**config.mk**
```make
export PLATFORM = sky130hd
export DESIGN_NAME = flag_cond_unit
export DESIGN_NICKNAME = d
export VERILOG_FILES = /design/src/rtl/cpu_pkg.sv /design/src/rtl/cond_eval.sv /design/src/rtl/flag_cond_unit.sv
export SDC_FILE = /design/constraint.sdc
export NUM_CORES = 1
export LEC_CHECK = 0
export CORE_ASPECT_RATIO = 0.75
export CORE_MARGIN = 2
export CORE_UTILIZATION = 35
export DETAILED_ROUTE_END_ITERATION = 7
export GPL_TIMING_DRIVEN = 0
export PLACE_DENSITY = 0.79
export REMOVE_ABC_BUFFERS = 1
export SLEW_MARGIN = 20
export SYNTH_ARGS = -nofsm -noshare
export SYNTH_HDL_FRONTEND = slang
export SYNTH_HIERARCHICAL = 1
export SYNTH_SLANG_ARGS = --single-unit
```
**constraint.sdc**
```tcl
create_clock -name clk -period 2.25 [get_ports clk]
set_input_delay 0.225 -clock clk [delete_from_list [all_inputs] [get_ports clk]]
set_output_delay 0.225 -clock clk [all_outputs]
set_load 0.02 [all_outputs]
```
**src/rtl/cpu_pkg.sv**
```systemverilog
// Shared CPU definitions: condition codes, PSR layout and flag-related types.
// Used by the flag/condition unit and the branch unit.
// No logic lives here.
package cpu_pkg;

    localparam int COND_W = 4;
    localparam int PSR_W  = 5;

    typedef logic [COND_W-1:0] cond_t;
    typedef logic [PSR_W-1:0]  psr_t;

    localparam cond_t COND_EQ = 4'b0000;
    localparam cond_t COND_NE = 4'b0001;
    localparam cond_t COND_CS = 4'b0010;
    localparam cond_t COND_CC = 4'b0011;
    localparam cond_t COND_HI = 4'b0100;
    localparam cond_t COND_LS = 4'b0101;
    localparam cond_t COND_GT = 4'b0110;
    localparam cond_t COND_LE = 4'b0111;
    localparam cond_t COND_FS = 4'b1000;
    localparam cond_t COND_FC = 4'b1001;
    localparam cond_t COND_LO = 4'b1010;
    localparam cond_t COND_HS = 4'b1011;
    localparam cond_t COND_LT = 4'b1100;
    localparam cond_t COND_GE = 4'b1101;
    localparam cond_t COND_UC = 4'b1110;
    localparam cond_t COND_NV = 4'b1111;

    localparam int PSR_C = 0;
    localparam int PSR_L = 1;
    localparam int PSR_F = 2;
    localparam int PSR_Z = 3;
    localparam int PSR_N = 4;

endpackage

```
**src/rtl/cond_eval.sv**
```systemverilog
// Evaluates a 4-bit condition code against a PSR value.
// Latency: purely combinational, zero cycles.
// Backpressure: none; no handshake, callers own any flow control.
module cond_eval
    import cpu_pkg::*;
(
    input  logic [COND_W-1:0] cond,
    input  logic [PSR_W-1:0]  psr,
    output logic              cond_true
);

    logic flag_c;
    logic flag_l;
    logic flag_f;
    logic flag_z;
    logic flag_n;

    assign flag_c = psr[PSR_C];
    assign flag_l = psr[PSR_L];
    assign flag_f = psr[PSR_F];
    assign flag_z = psr[PSR_Z];
    assign flag_n = psr[PSR_N];

    always_comb begin
        cond_true = 1'b0;
        case (cond)
            COND_EQ: cond_true = flag_z;
            COND_NE: cond_true = !flag_z;
            COND_CS: cond_true = flag_c;
            COND_CC: cond_true = !flag_c;
            COND_HI: cond_true = flag_l;
            COND_LS: cond_true = !flag_l;
            COND_GT: cond_true = flag_n;
            COND_LE: cond_true = !flag_n;
            COND_FS: cond_true = flag_f;
            COND_FC: cond_true = !flag_f;
            // Unsigned/signed "strictly less" are neither greater nor equal.
            COND_LO: cond_true = !flag_l && !flag_z;
            COND_HS: cond_true = flag_l || flag_z;
            COND_LT: cond_true = !flag_n && !flag_z;
            COND_GE: cond_true = flag_n || flag_z;
            COND_UC: cond_true = 1'b1;
            COND_NV: cond_true = 1'b0;
            default: cond_true = 1'b0;
        endcase
    end

endmodule

```
**src/rtl/flag_cond_unit.sv**
```systemverilog
// PSR flag register with per-bit write enables, plus a condition-query result stage.
// Latency: PSR write and query result both visible one cycle after the edge.
// Backpressure: one-entry output register; req_ready = !res_valid | res_ready.
module flag_cond_unit
    import cpu_pkg::*;
#(
    parameter int WIDTH = 16,
    parameter int TAGW  = 4
) (
    input  logic              clk,
    input  logic              reset,
    input  logic              alu_c,
    input  logic              alu_l,
    input  logic              alu_f,
    input  logic              alu_z,
    input  logic              alu_n,
    input  logic [PSR_W-1:0]  flag_we,
    input  logic              psr_load,
    input  logic [PSR_W-1:0]  psr_load_data,
    output logic [PSR_W-1:0]  psr,
    input  logic              req_valid,
    output logic              req_ready,
    input  logic [COND_W-1:0] req_cond,
    input  logic [TAGW-1:0]   req_tag,
    output logic              res_valid,
    input  logic              res_ready,
    output logic              res_true,
    output logic [WIDTH-1:0]  res_word,
    output logic [TAGW-1:0]   res_tag
);

    psr_t       psr_q;
    psr_t       psr_next;
    psr_t       alu_flags;
    logic       eval_true;
    logic       req_accept;

    assign alu_flags[PSR_C] = alu_c;
    assign alu_flags[PSR_L] = alu_l;
    assign alu_flags[PSR_F] = alu_f;
    assign alu_flags[PSR_Z] = alu_z;
    assign alu_flags[PSR_N] = alu_n;

    // A whole-PSR load (LPR) wins over any per-bit ALU flag write.
    always_comb begin
        psr_next = psr_q;
        if (psr_load) begin
            psr_next = psr_load_data;
        end else begin
            for (int i = 0; i < PSR_W; i++) begin
                if (flag_we[i]) begin
                    psr_next[i] = alu_flags[i];
                end
            end
        end
    end

    // Queries see psr_next so a flag write and a dependent branch can share a cycle.
    cond_eval u_cond_eval (
        .cond      (req_cond),
        .psr       (psr_next),
        .cond_true (eval_true)
    );

    assign req_ready  = !res_valid || res_ready;
    assign req_accept = req_valid && req_ready;

    always_ff @(posedge clk) begin
        if (reset) begin
            psr_q     <= '0;
            res_valid <= 1'b0;
            res_true  <= 1'b0;
            res_word  <= '0;
            res_tag   <= '0;
        end else begin
            psr_q <= psr_next;
            if (req_accept) begin
                res_valid <= 1'b1;
                res_true  <= eval_true;
                res_word  <= WIDTH'(eval_true);
                res_tag   <= req_tag;
            end else if (res_ready) begin
                // Data fields keep their last values once consumed.
                res_valid <= 1'b0;
            end
        end
    end

    assign psr = psr_q;

endmodule

```
==> results of run 1 <==
area by class of cell:
cell class | count | area [µm²] | share of cell area (%)
multi-input cells | 79 | 508.0 | 42.20
inverters | 1 | 3.754 | 0.3119
repair buffers | 40 | 402.9 | 33.47
flip-flops and latches | 11 | 220.2 | 18.30
clock buffers | 4 | 26.28 | 2.183
well taps | 34 | 42.54 | 3.534
worst min-delay path by stage:
stage / slack [ps] / from / endpoint
final: 500 / psr_load / psr[1]$_SDFF_PP0_
after global routing: 530 / req_tag[0] / res_tag[0]$_SDFFE_PP0P_
after CTS: 520 / req_tag[1] / res_tag[1]$_SDFFE_PP0P_
after detailed placement: 570 / res_tag[0]$_SDFFE_PP0P_ / res_tag[0]$_SDFFE_PP0P_
after global placement: 560 / res_tag[2]$_SDFFE_PP0P_ / res_tag[2]$_SDFFE_PP0P_
after floorplan: 290 / reset / res_tag[0]$_SDFFE_PP0P_
cells in the final DEF (no fill, tap or decap), drive strengths merged, types with 2 or more instances in the layout:
cell type / netlist / routed
clkdlybuf4s50: 0 / 39
conb: 1 / 15
nor2b: 11 / 11
dfxtp: 11 / 11
nor3: 6 / 6
a21oi: 6 / 6
nor2: 5 / 5
nand3: 5 / 5
a211oi: 5 / 5
nand2b: 5 / 5
a21bo: 5 / 5
clkbuf: 2 / 4
mux2i: 2 / 2
registers in the layout, indices dropped and copies added, names as in the netlist:
name       cells
psr            5
res_word       1
res_valid      1
res_tag        4
power by group through the flow:
stage / registers, mW / logic (mW) / clock network, mW
detailed placement: 0.219 / 0.207 / 0
CTS: 0.215 / 0.208 / 0.140
global placement: 0.219 / 0.202 / 0
finish: 0.215 / 0.208 / 0.136
global route: 0.216 / 0.223 / 0.150
floorplan: 0.237 / 0.0871 / 0
repair_timing:
| item | CTS | global route |
|---|---|---|
| buffers inserted | 0 | 0 |
| setup endpoints to repair | 0 | 1 |
| gates resized for setup | 0 | 2 |
layer usage:
layer  wire length [µm]  up-vias  track usage, %  part of all wire (%)
li1                   -      389               -                     -
met1                783      354           17.03                    43
met2                893       34           22.39                    49
met3                153        0           5.337                   8.4
met4                  0        0               0                     0
met5                  0        -               0                     0
worst register-to-register path, stage by stage (launching register included):
cell	delay, ps
dfxtp_1	310
nor2b_1	120
a211oi_1	280
nor2_1	160
nor3b_2	170
o31ai_1	90
a211o_1	230
a221o_1	350
nand3_1	90
a21oi_2	60
cells by family (layout without fill, tap and decap cells):
group	Yosys count	count (layout)	share of synthesized area, %
simple gates	38	38	28.05
compound gates	23	23	22.32
buf+inv	22	45	19.16
flops	11	11	26.55
mux	2	2	2.413
other cells	1	15	0.4521
xor+xnor	1	1	1.056
per-stage QoR:
stage,hold WS (ps),cells
floorplan,287.4,91
global placement,563.0,165
detailed placement,572.0,165
CTS,523.1,169
finish,498.9,169
global route,533.2,169
==> metrics.cfg, run 1 <==
[sta]
setup_tns_ps = 0
timing.fmax_mhz = 486.8
period_minus_slack_ps = 2054
finalCritPeriodShare_pct = 91.29
setup_viol = 0
grt_setup_unrepaired = false
setup_ws_ps = 195.9
drv_slew = 0
finClkSkew_ps = 3.933
final_hold_viol_count = 0

[routing]
drt_iter0_drc = 11
via_per_inst = 4.598
wl_per_cell_um = 10.83
drtPass1Iterations = 4
wl_um = 1830
antenna_left = 0
drcViolationCount = 0
vias = 777

[synthesis]
synth.area.top_cells = dfxtp_1, buf_4, nor2b_1
ys_ff_latch = 11
synthDistinctLibCells = 33
synthArstFlopShare_pct = 0
yosysMostFrequentCell = buf_4
netlist.area_leader.share_pct = 26.55
synth_commonest_cells = buf_4, dfxtp_1, nor2b_1
syn_area_per_cell_um2 = 8.465
syn_inst = 98
synth_edf_count = 0
synth_area_leader_cell = dfxtp_1
ys_warn_count = 6
yosys_most_used_dff = dfxtp_1
yosysSeqAreaShare_pct = 26.55
syn-cell-area_um2 = 829.5

[worst_setup_path]
cp.depth = 10
path_cells = clkdlybuf4s50_1 > nor2b_1 > a211oi_1 > nor2_1 > nor3b_2 > o31ai_1 > a211o_1 > a221o_1 > nand3_1 > a21oi_2
crit_family = compound AO/OA/AOI/OAI gates
cp-start-kind = input port
path_max_fanout = 4
arrival_ps = 2190
r2r-end = res_word[0]$_SDFFE_PP0P_
crit_slowest_cell = clkdlybuf4s50_1
crit_required_ps = 2390
endpoint = res_word[0]$_SDFFE_PP0P_
cp_slowest_stage_delay_ps = 490
timing.rr.start = psr[1]$_SDFF_PP0_
worstSetupPathType = in -> reg
crit_start = flag_we[1]
end_kind = flip-flop
r2r_cells = 9
r2r_setup_slack_ps = 270
cp.buffers_inverters = 1

[pwr]
internal-power_mw = 0.3823
swShare_pct = 31.59
power_switching_mw = 0.1765
power.density_nw_per_um2 = 464.3
power.leakage_nw = 0.4712
total_power_mw = 0.5588
clockPowerShare_pct = 24.4
p_comb_share_pct = 37.1
vdd_drop_max_v = 0.0003158
seqPwrFrac_pct = 38.4

[global_routing]
grt_remaining_overflow = 0
grt_max_degree = 13
grt_pass1_wl_um = 2780
grt_pass1_vias = 673
antenna_found_initial = 0
track_usage_pct = 13.26

[cts]
cts_max_level = 1
clk_pin_slew_ps = 70
holdBufCountCts = 0
clock-root-buffer = clkbuf_4
clk_latency_ps = 270
cts_buffer_depth = 2
cts_tree = yes
clock-sinks = 11
cts_buffers = 3

[placement]
port_buffers = 40
hpwl_um = 1473
place_congestion = 0.7789
post-place-ws_ps = -236.6
placed_cell_area_um2 = 1170

[floorplan]
core_um2 = 2271
row_count = 15
initial_core_util_pct = 36.53
die_area_um2 = 2780
pin_count = 56
fp.dieH_um = 46.16
die_w_um = 60.22

[flow_run]
maxCapViolCount = 0

[cells_and_area]
n_fill_cell = 218
layout-drive-gt1-share_pct = 9.630
diodes = 0
fin_area_um2 = 1204
finalNetCount = 164
utilization_pct = 53.00
syn2layout_area_growth_pct = 45.10

[worst_hold_path]
min_delay_path_depth = 3
holdCritPathClass = in -> reg

[status]
status = complete, no violations

Note: power is estimated with default switching activity, not from simulation.
==> inputs of run 2 (changes only) <==
Settings changed: CORE_MARGIN 2 to 3, CORE_UTILIZATION 35 to 34, SYNTH_HIERARCHICAL 1 to default.
==> run 2 against run 1 <==
Cell count down 8.3%; core utilization up 1.9 points; clock power about the same; clock-buffer cell count unchanged; register-to-register slack better by 400 ps; flip-flop and latch count unchanged; final area down 5.0%; critical endpoint is now req_ready.
==> metrics.cfg, run 2 <==
[sta]
setup_viol = 0  ; unchanged
grt_setup_unrepaired = false  ; unchanged
setup_tns_ps = 0  ; unchanged
final_hold_viol_count = 0  ; unchanged
period_minus_slack_ps = 1822  ; was 2054 ps
timing.fmax_mhz = 548.8  ; was 486.8 MHz
setup_ws_ps = 427.8  ; was 195.9 ps
hold_ws_ps = 458.6  ; was 498.9 ps
finalCritPeriodShare_pct = 80.99  ; was 91.29%
finClkSkew_ps = 7.089  ; was 3.933 ps
drv_slew = 0  ; unchanged

[pwr]
power_switching_mw = 0.1754  ; was 0.1765 mW
p_comb_share_pct = 36.7  ; was 37.1%
vdd_drop_max_v = 0.0002089  ; was 0.0003158 V
power.leakage_nw = 0.4669  ; was 0.4712 nW
power.density_nw_per_um2 = 485.8  ; was 464.3 nW/µm²
clockPowerShare_pct = 24.6  ; was 24.4%
swShare_pct = 31.57  ; was 31.59%
total_power_mw = 0.5556  ; was 0.5588 mW
seqPwrFrac_pct = 38.7  ; was 38.4%
internal-power_mw = 0.3802  ; was 0.3823 mW

[placement]
post-place-ws_ps = 233.9  ; was -236.6 ps
place_congestion = 0.8732  ; was 0.7789
placedCellCount = 151  ; was 165
port_buffers = 40  ; unchanged
placed_cell_area_um2 = 1117  ; was 1170 µm²
hpwl_um = 1678  ; was 1473 µm

[cts]
cts_buffers = 3  ; unchanged
cts_max_level = 1  ; unchanged
cts_tree = yes  ; unchanged
clk_latency_ps = 280  ; was 270 ps
holdBufCountCts = 0  ; unchanged
clock-sinks = 11  ; unchanged
cts_buffer_depth = 2  ; unchanged
post_cts_resized = 0  ; unchanged
clock-root-buffer = clkbuf_4  ; unchanged
clk_pin_slew_ps = 60  ; was 70 ps
post_cts_buffers = 0  ; unchanged

[worst_setup_path]
crit_slowest_cell = clkdlybuf4s50_1  ; unchanged
cp_slowest_stage_delay_ps = 670  ; was 490 ps
r2r_cells = 5  ; was 9
cp_common_cell = clkdlybuf4s50_1
path_max_fanout = 8  ; was 4
worstSetupPathType = in -> out  ; was in -> reg
r2r-end = res_word[0]$_SDFFE_PP0P_  ; unchanged
timing.rr.start = psr[1]$_SDFF_PP0_  ; unchanged
crit_required_ps = 2030  ; was 2390 ps
end_kind = output port  ; was flip-flop
arrival_ps = 1600  ; was 2190 ps
path_cells = clkdlybuf4s50_1 > nand2b_1 > clkdlybuf4s50_1  ; was clkdlybuf4s50_1 > nor2b_1 > a211oi_1 > nor2_1 > nor3b_2 > o31ai_1 > a211o_1 > a221o_1 > nand3_1 > a21oi_2
r2r_setup_slack_ps = 670  ; was 270 ps
cp-start-kind = input port  ; unchanged

[routing]
via_per_inst = 4.858  ; was 4.598
antenna_left = 0  ; unchanged
wl_um = 2047  ; was 1830 µm
drt_iter0_drc = 14  ; was 11
drcViolationCount = 0  ; unchanged
vias = 753  ; was 777
wl_per_cell_um = 13.21  ; was 10.83 µm
drtPass1Iterations = 4  ; unchanged

[cells_and_area]
regArea_um2 = 220.2  ; unchanged
multi_input_area_um2 = 455.4  ; was 508.0 µm²
finalNetCount = 160  ; was 164
largest_register_ffs = 5  ; unchanged
final_cell_mix = clkdlybuf4s50_1, conb_1, dfxtp_1  ; was clkdlybuf4s50_1, conb_1, nor2b_1, dfxtp_1, nor3_1
utilization_pct = 54.86  ; was 53.00%
layout-drive-gt1-share_pct = 7.634  ; was 9.630%
finalNonFillerCells = 155  ; was 169
n_fill_cell = 208  ; was 218
layout_commonest_cell = clkdlybuf4s50_1  ; unchanged
diodes = 0  ; unchanged
fin_area_um2 = 1144  ; was 1204 µm²
syn2layout_area_growth_pct = 47.42  ; was 45.10%

[floorplan]
pin_count = 56  ; unchanged
die_area_um2 = 2897  ; was 2780 µm²
die_w_um = 61.16  ; was 60.22 µm
core_um2 = 2085  ; was 2271 µm²
row_count = 14  ; was 15
initial_core_util_pct = 37.21  ; was 36.53%
fp.dieH_um = 47.37  ; was 46.16 µm

[synthesis]
yosysSeqAreaShare_pct = 28.39  ; was 26.55%
synth.area.top_cells = dfxtp_1, buf_4, mux2i_1  ; was dfxtp_1, buf_4, nor2b_1
ys_ff_latch = 11  ; unchanged
synthArstFlopShare_pct = 0  ; unchanged
yosys_most_used_dff = dfxtp_1  ; unchanged
synth_commonest_cells = buf_4, dfxtp_1, nand2_1  ; was buf_4, dfxtp_1, nor2b_1
syn_inst = 94  ; was 98
syn-cell-area_um2 = 775.7  ; was 829.5 µm²
yosysMostFrequentCell = buf_4  ; unchanged
synthDistinctLibCells = 31  ; was 33
ys_warn_count = 0  ; was 6
netlist.area_leader.share_pct = 28.39  ; was 26.55%
synth_area_leader_cell = dfxtp_1  ; unchanged
syn_area_per_cell_um2 = 8.253  ; was 8.465 µm²
synth_edf_count = 0  ; unchanged

[global_routing]
track_usage_pct = 14.80  ; was 13.26%
use_met3_pct = 4.121  ; was 5.337%
grt-busiest-layer = met2  ; unchanged
antenna_found_initial = 0  ; unchanged
grt_remaining_overflow = 0  ; unchanged
grtUsageMet1_pct = 16.02  ; was 17.03%
grt_max_degree = 12  ; was 13
grt_pass1_vias = 717  ; was 673
grt_pass1_wl_um = 3118  ; was 2780 µm
met2_usage_pct = 27.22  ; was 22.39%

[worst_hold_path]
min_to = res_tag[3]$_SDFFE_PP0P_  ; was psr[1]$_SDFF_PP0_
min_delay_path_depth = 2  ; was 3
holdCritPathClass = reg -> reg  ; was in -> reg
holdCritStartpoint = res_tag[3]$_SDFFE_PP0P_  ; was psr_load

[status]
status = complete, no violations  ; unchanged

[flow_run]
maxCapViolCount = 0  ; unchanged

## run 2: cell count changes after synthesis, sizes merged, moves of 3 or more
cell	delta
a21bo	-5
a211oi	-4
mux2	+5
nand2	+8
nand2b	-3
mux2i	+3
nor2b	-9
nor3	-4
## run 2: worst max-delay path by stage
stage / start / slack, ps / endpoint / cells past startpoint
final: res_ready / 430 / req_ready / 3
after global placement: psr_load / 260 / res_word[0]$_SDFFE_PP0P_ / 5
after global routing: res_ready / 370 / req_ready / 3
after floorplan: psr[1]$_SDFF_PP0_ / 680 / res_word[0]$_SDFFE_PP0P_ / 5
after CTS: res_ready / 430 / req_ready / 3
after detailed placement: flag_we[4] / 230 / res_word[0]$_SDFFE_PP0P_ / 6
## run 2: kinds of logic (layout without fill, tap and decap cells)
family          after synthesis  in the layout  share of synthesized area [%]
simple gates                 30             30                          18.39
buf+inv                      24             47                          19.68
compound gates               15             15                          12.74
mux                          11             11                          18.06
flops                        11             11                          28.39
xor+xnor                      2              2                          2.258
other cells                   1             15                         0.4834
## run 2: area by class of cell
| type | instances | area share, % |
|---|---|---|
| repair buffers | 40 | 35.01 |
| well taps | 24 | 2.626 |
| flip-flops and latches | 11 | 19.26 |
| clock buffers | 4 | 2.298 |
| inverters | 3 | 0.9847 |
| multi-input cells | 73 | 39.82 |
## run 2: worst max-delay path, delay by kind of cell
family / cells / cell delay (ps)
buffers and inverters: 2 / 1120
AND/OR/NAND/NOR: 1 / 260
## run 2: power by group through the flow
stage	logic [mW]	clock network (mW)	registers [mW]
floorplan	0.0819	0	0.238
global placement	0.198	0	0.219
detailed placement	0.203	0	0.220
CTS	0.204	0.143	0.216
global route	0.218	0.151	0.217
finish	0.204	0.136	0.215
## run 2: per-layer routing
metal	vias up	wire, µm
met4	0	32
met1	342	827
met3	5	179
met2	40	1007
li1	366	-
met5	-	0
==> inputs of run 3 (changes only) <==
Settings changed: CORE_UTILIZATION 34 to 31, PLACE_DENSITY 0.79 to 0.76.
Clock period 2.25 ns to 1.6 ns, I/O delays scaled along.
==> run 3 against run 2 <==
Wire length grew 1.4%; clock-buffer cell count is the same; setup slack lost 420 ps; combinational power grew 52%; largest cell class unchanged; die area grew 8.6%; largest power group is now combinational cells; highest routed layer is now met3; critical path type is now reg -> reg; non-clock buffer count grew 1.
==> metrics.cfg, run 3 (same netlist as run 2, synthesis figures left out) <==
[worst_setup_path]
path_max_fanout = 2  ; was 8
cp-start-kind = flip-flop  ; was input port
arrival_ps = 1790  ; was 1600 ps
path_cells = mux2_4 > mux4_2 > xnor2_2 > nand3b_1 > a41oi_2  ; was clkdlybuf4s50_1 > nand2b_1 > clkdlybuf4s50_1
worstSetupPathType = reg -> reg  ; was in -> out
timing.rr.start = psr[4]$_SDFF_PP0_  ; was psr[1]$_SDFF_PP0_
cp.depth = 5  ; was 3
end_kind = flip-flop  ; was output port
crit_start = psr[4]$_SDFF_PP0_  ; was res_ready
cp_slowest_stage_delay_ps = 490  ; was 670 ps
crit_family = multiplexers  ; was buffers and inverters
cp.buffers_inverters = 0  ; was 2
r2r_cells = 5  ; unchanged
crit_required_ps = 1800  ; was 2030 ps
crit_slowest_cell = mux4_2  ; was clkdlybuf4s50_1

[floorplan]
core_um2 = 2346  ; was 2085 µm²
die_w_um = 63.76  ; was 61.16 µm
initial_core_util_pct = 33.07  ; was 37.21%
pin_count = 56  ; unchanged
row_count = 15  ; was 14
die_area_um2 = 3145  ; was 2897 µm²
fp.dieH_um = 49.32  ; was 47.37 µm

[routing]
vias = 765  ; was 753
antenna_left = 0  ; unchanged
wl_per_cell_um = 12.51  ; was 13.21 µm
drt_iter0_drc = 11  ; was 14
drcViolationCount = 0  ; unchanged
wl_um = 2076  ; was 2047 µm
via_per_inst = 4.608  ; was 4.858
drtPass1Iterations = 4  ; unchanged

[cells_and_area]
diodes = 0  ; unchanged
largest_register_ffs = 5  ; unchanged
final_cell_mix = clkdlybuf4s50_1, conb_1, dfxtp_1  ; unchanged
layout-drive-gt1-share_pct = 14.39  ; was 7.634%
layout_commonest_cell = clkdlybuf4s50_1  ; unchanged
finalNetCount = 161  ; was 160
syn2layout_area_growth_pct = 57.74  ; was 47.42%

[global_routing]
grt_pass1_vias = 744  ; was 717
grt_max_degree = 12  ; unchanged
antenna_found_initial = 0  ; unchanged
track_usage_pct = 13.33  ; was 14.80%
grt_pass1_wl_um = 3374  ; was 3118 µm
grt_remaining_overflow = 0  ; unchanged

[sta]
drv_slew = 0  ; unchanged
finalCritPeriodShare_pct = 99.54
setup_tns_ps = 0  ; unchanged
worst_pin_slew_ps = 509.0
timing.fmax_mhz = 627.9
slew_headroom_pct = 66.07
period_minus_slack_ps = 1593
setup_viol = 0  ; unchanged
final_hold_viol_count = 0  ; unchanged
finClkSkew_ps = 0.9366  ; was 7.089 ps
grt_setup_unrepaired = true  ; was false
setup_ws_ps = 7.398  ; was 427.8 ps

[pwr]
vdd_drop_max_v = 0.0004303  ; was 0.0002089 V
power_switching_mw = 0.2623  ; was 0.1754 mW
swShare_pct = 32.40  ; was 31.57%
power.density_nw_per_um2 = 661.5  ; was 485.8 nW/µm²
clockPowerShare_pct = 24.2  ; was 24.6%
internal-power_mw = 0.5471  ; was 0.3802 mW
p_comb_share_pct = 38.3  ; was 36.7%
seqPwrFrac_pct = 37.4  ; was 38.7%
power.leakage_nw = 0.5083  ; was 0.4669 nW

[cts]
clk_latency_ps = 270  ; was 280 ps
cts_buffer_depth = 2  ; unchanged
cts_max_level = 1  ; unchanged
clk_pin_slew_ps = 70  ; was 60 ps
clock-root-buffer = clkbuf_4  ; unchanged
clock-sinks = 11  ; unchanged
cts_buffers = 3  ; unchanged
cts_tree = yes  ; unchanged

[placement]
hpwl_um = 1591  ; was 1678 µm
post-place-ws_ps = -399.9  ; was 233.9 ps
place_congestion = 0.8957  ; was 0.8732
port_buffers = 40  ; unchanged

[status]
status = complete, no violations  ; unchanged

[worst_hold_path]
holdCritPathClass = in -> reg  ; was reg -> reg
min_delay_path_depth = 4  ; was 2
holdCritStartpoint = flag_we[4]  ; was res_tag[3]$_SDFFE_PP0P_

[flow_run]
maxCapViolCount = 0  ; unchanged

[run 3: metrics by stage]
step                      instances  instance area (µm²)  utilization [%]  power, mW  hold slack [ps]
final                           166                 1224            52.16     0.8094            359.0
after global routing            166                 1224            52.16     0.8594            405.5
after global placement          161                 1130            48.16     0.5876            445.4
after CTS                       165                 1170            49.87     0.7961            441.6
after detailed placement        161                 1130            48.16     0.5935            451.7
after floorplan                  87                686.9                -     0.4499            229.1
[run 3: worst paths after layout]
path	end	slack [ps]
max	res_word[0]$_SDFFE_PP0P_	7
min reg2reg	res_tag[1]$_SDFFE_PP0P_	460
max reg2reg	res_word[0]$_SDFFE_PP0P_	7
min	psr[4]$_SDFF_PP0_	360
[run 3: area by class of cell]
cell class              instances  area [µm²]
inverters                       3       11.26
flip-flops and latches         11       221.5
fillers                       246        1122
clock buffers                   4       26.28
well taps                      34       42.54
multi-input cells              73       509.2
repair buffers                 41       412.9
[run 3: worst register-to-register path, stage by stage, from the launching register on]
cell,delay (ps)
dfxtp_2,320
mux2_4,280
mux4_2,490
xnor2_2,160
nand3b_1,100
a41oi_2,170
[run 3: what timing repair did]
action	CTS	global route
hold buffers	0	0
resized for setup	4	13
cloned	0	0
pin swaps	0	5
endpoints found under the setup margin	2	1
buffers inserted	0	1
[run 3: layer usage]
| metal | vias up | track usage (%) | part of all wire [%] |
|---|---|---|---|
| li1 | 370 | - | - |
| met1 | 346 | 16.55 | 44 |
| met2 | 49 | 20.80 | 44 |
| met3 | 0 | 6.912 | 11 |
| met4 | 0 | 2.151 | 0 |
| met5 | - | 0 | 0 |
[run 3: power groups by stage]
stage,Clock (mW),Sequential (mW),Combinational (mW)
finish,0.196,0.303,0.310
global route,0.218,0.306,0.335
CTS,0.203,0.303,0.290
detailed placement,0,0.309,0.284
global placement,0,0.309,0.279
floorplan,0,0.335,0.115
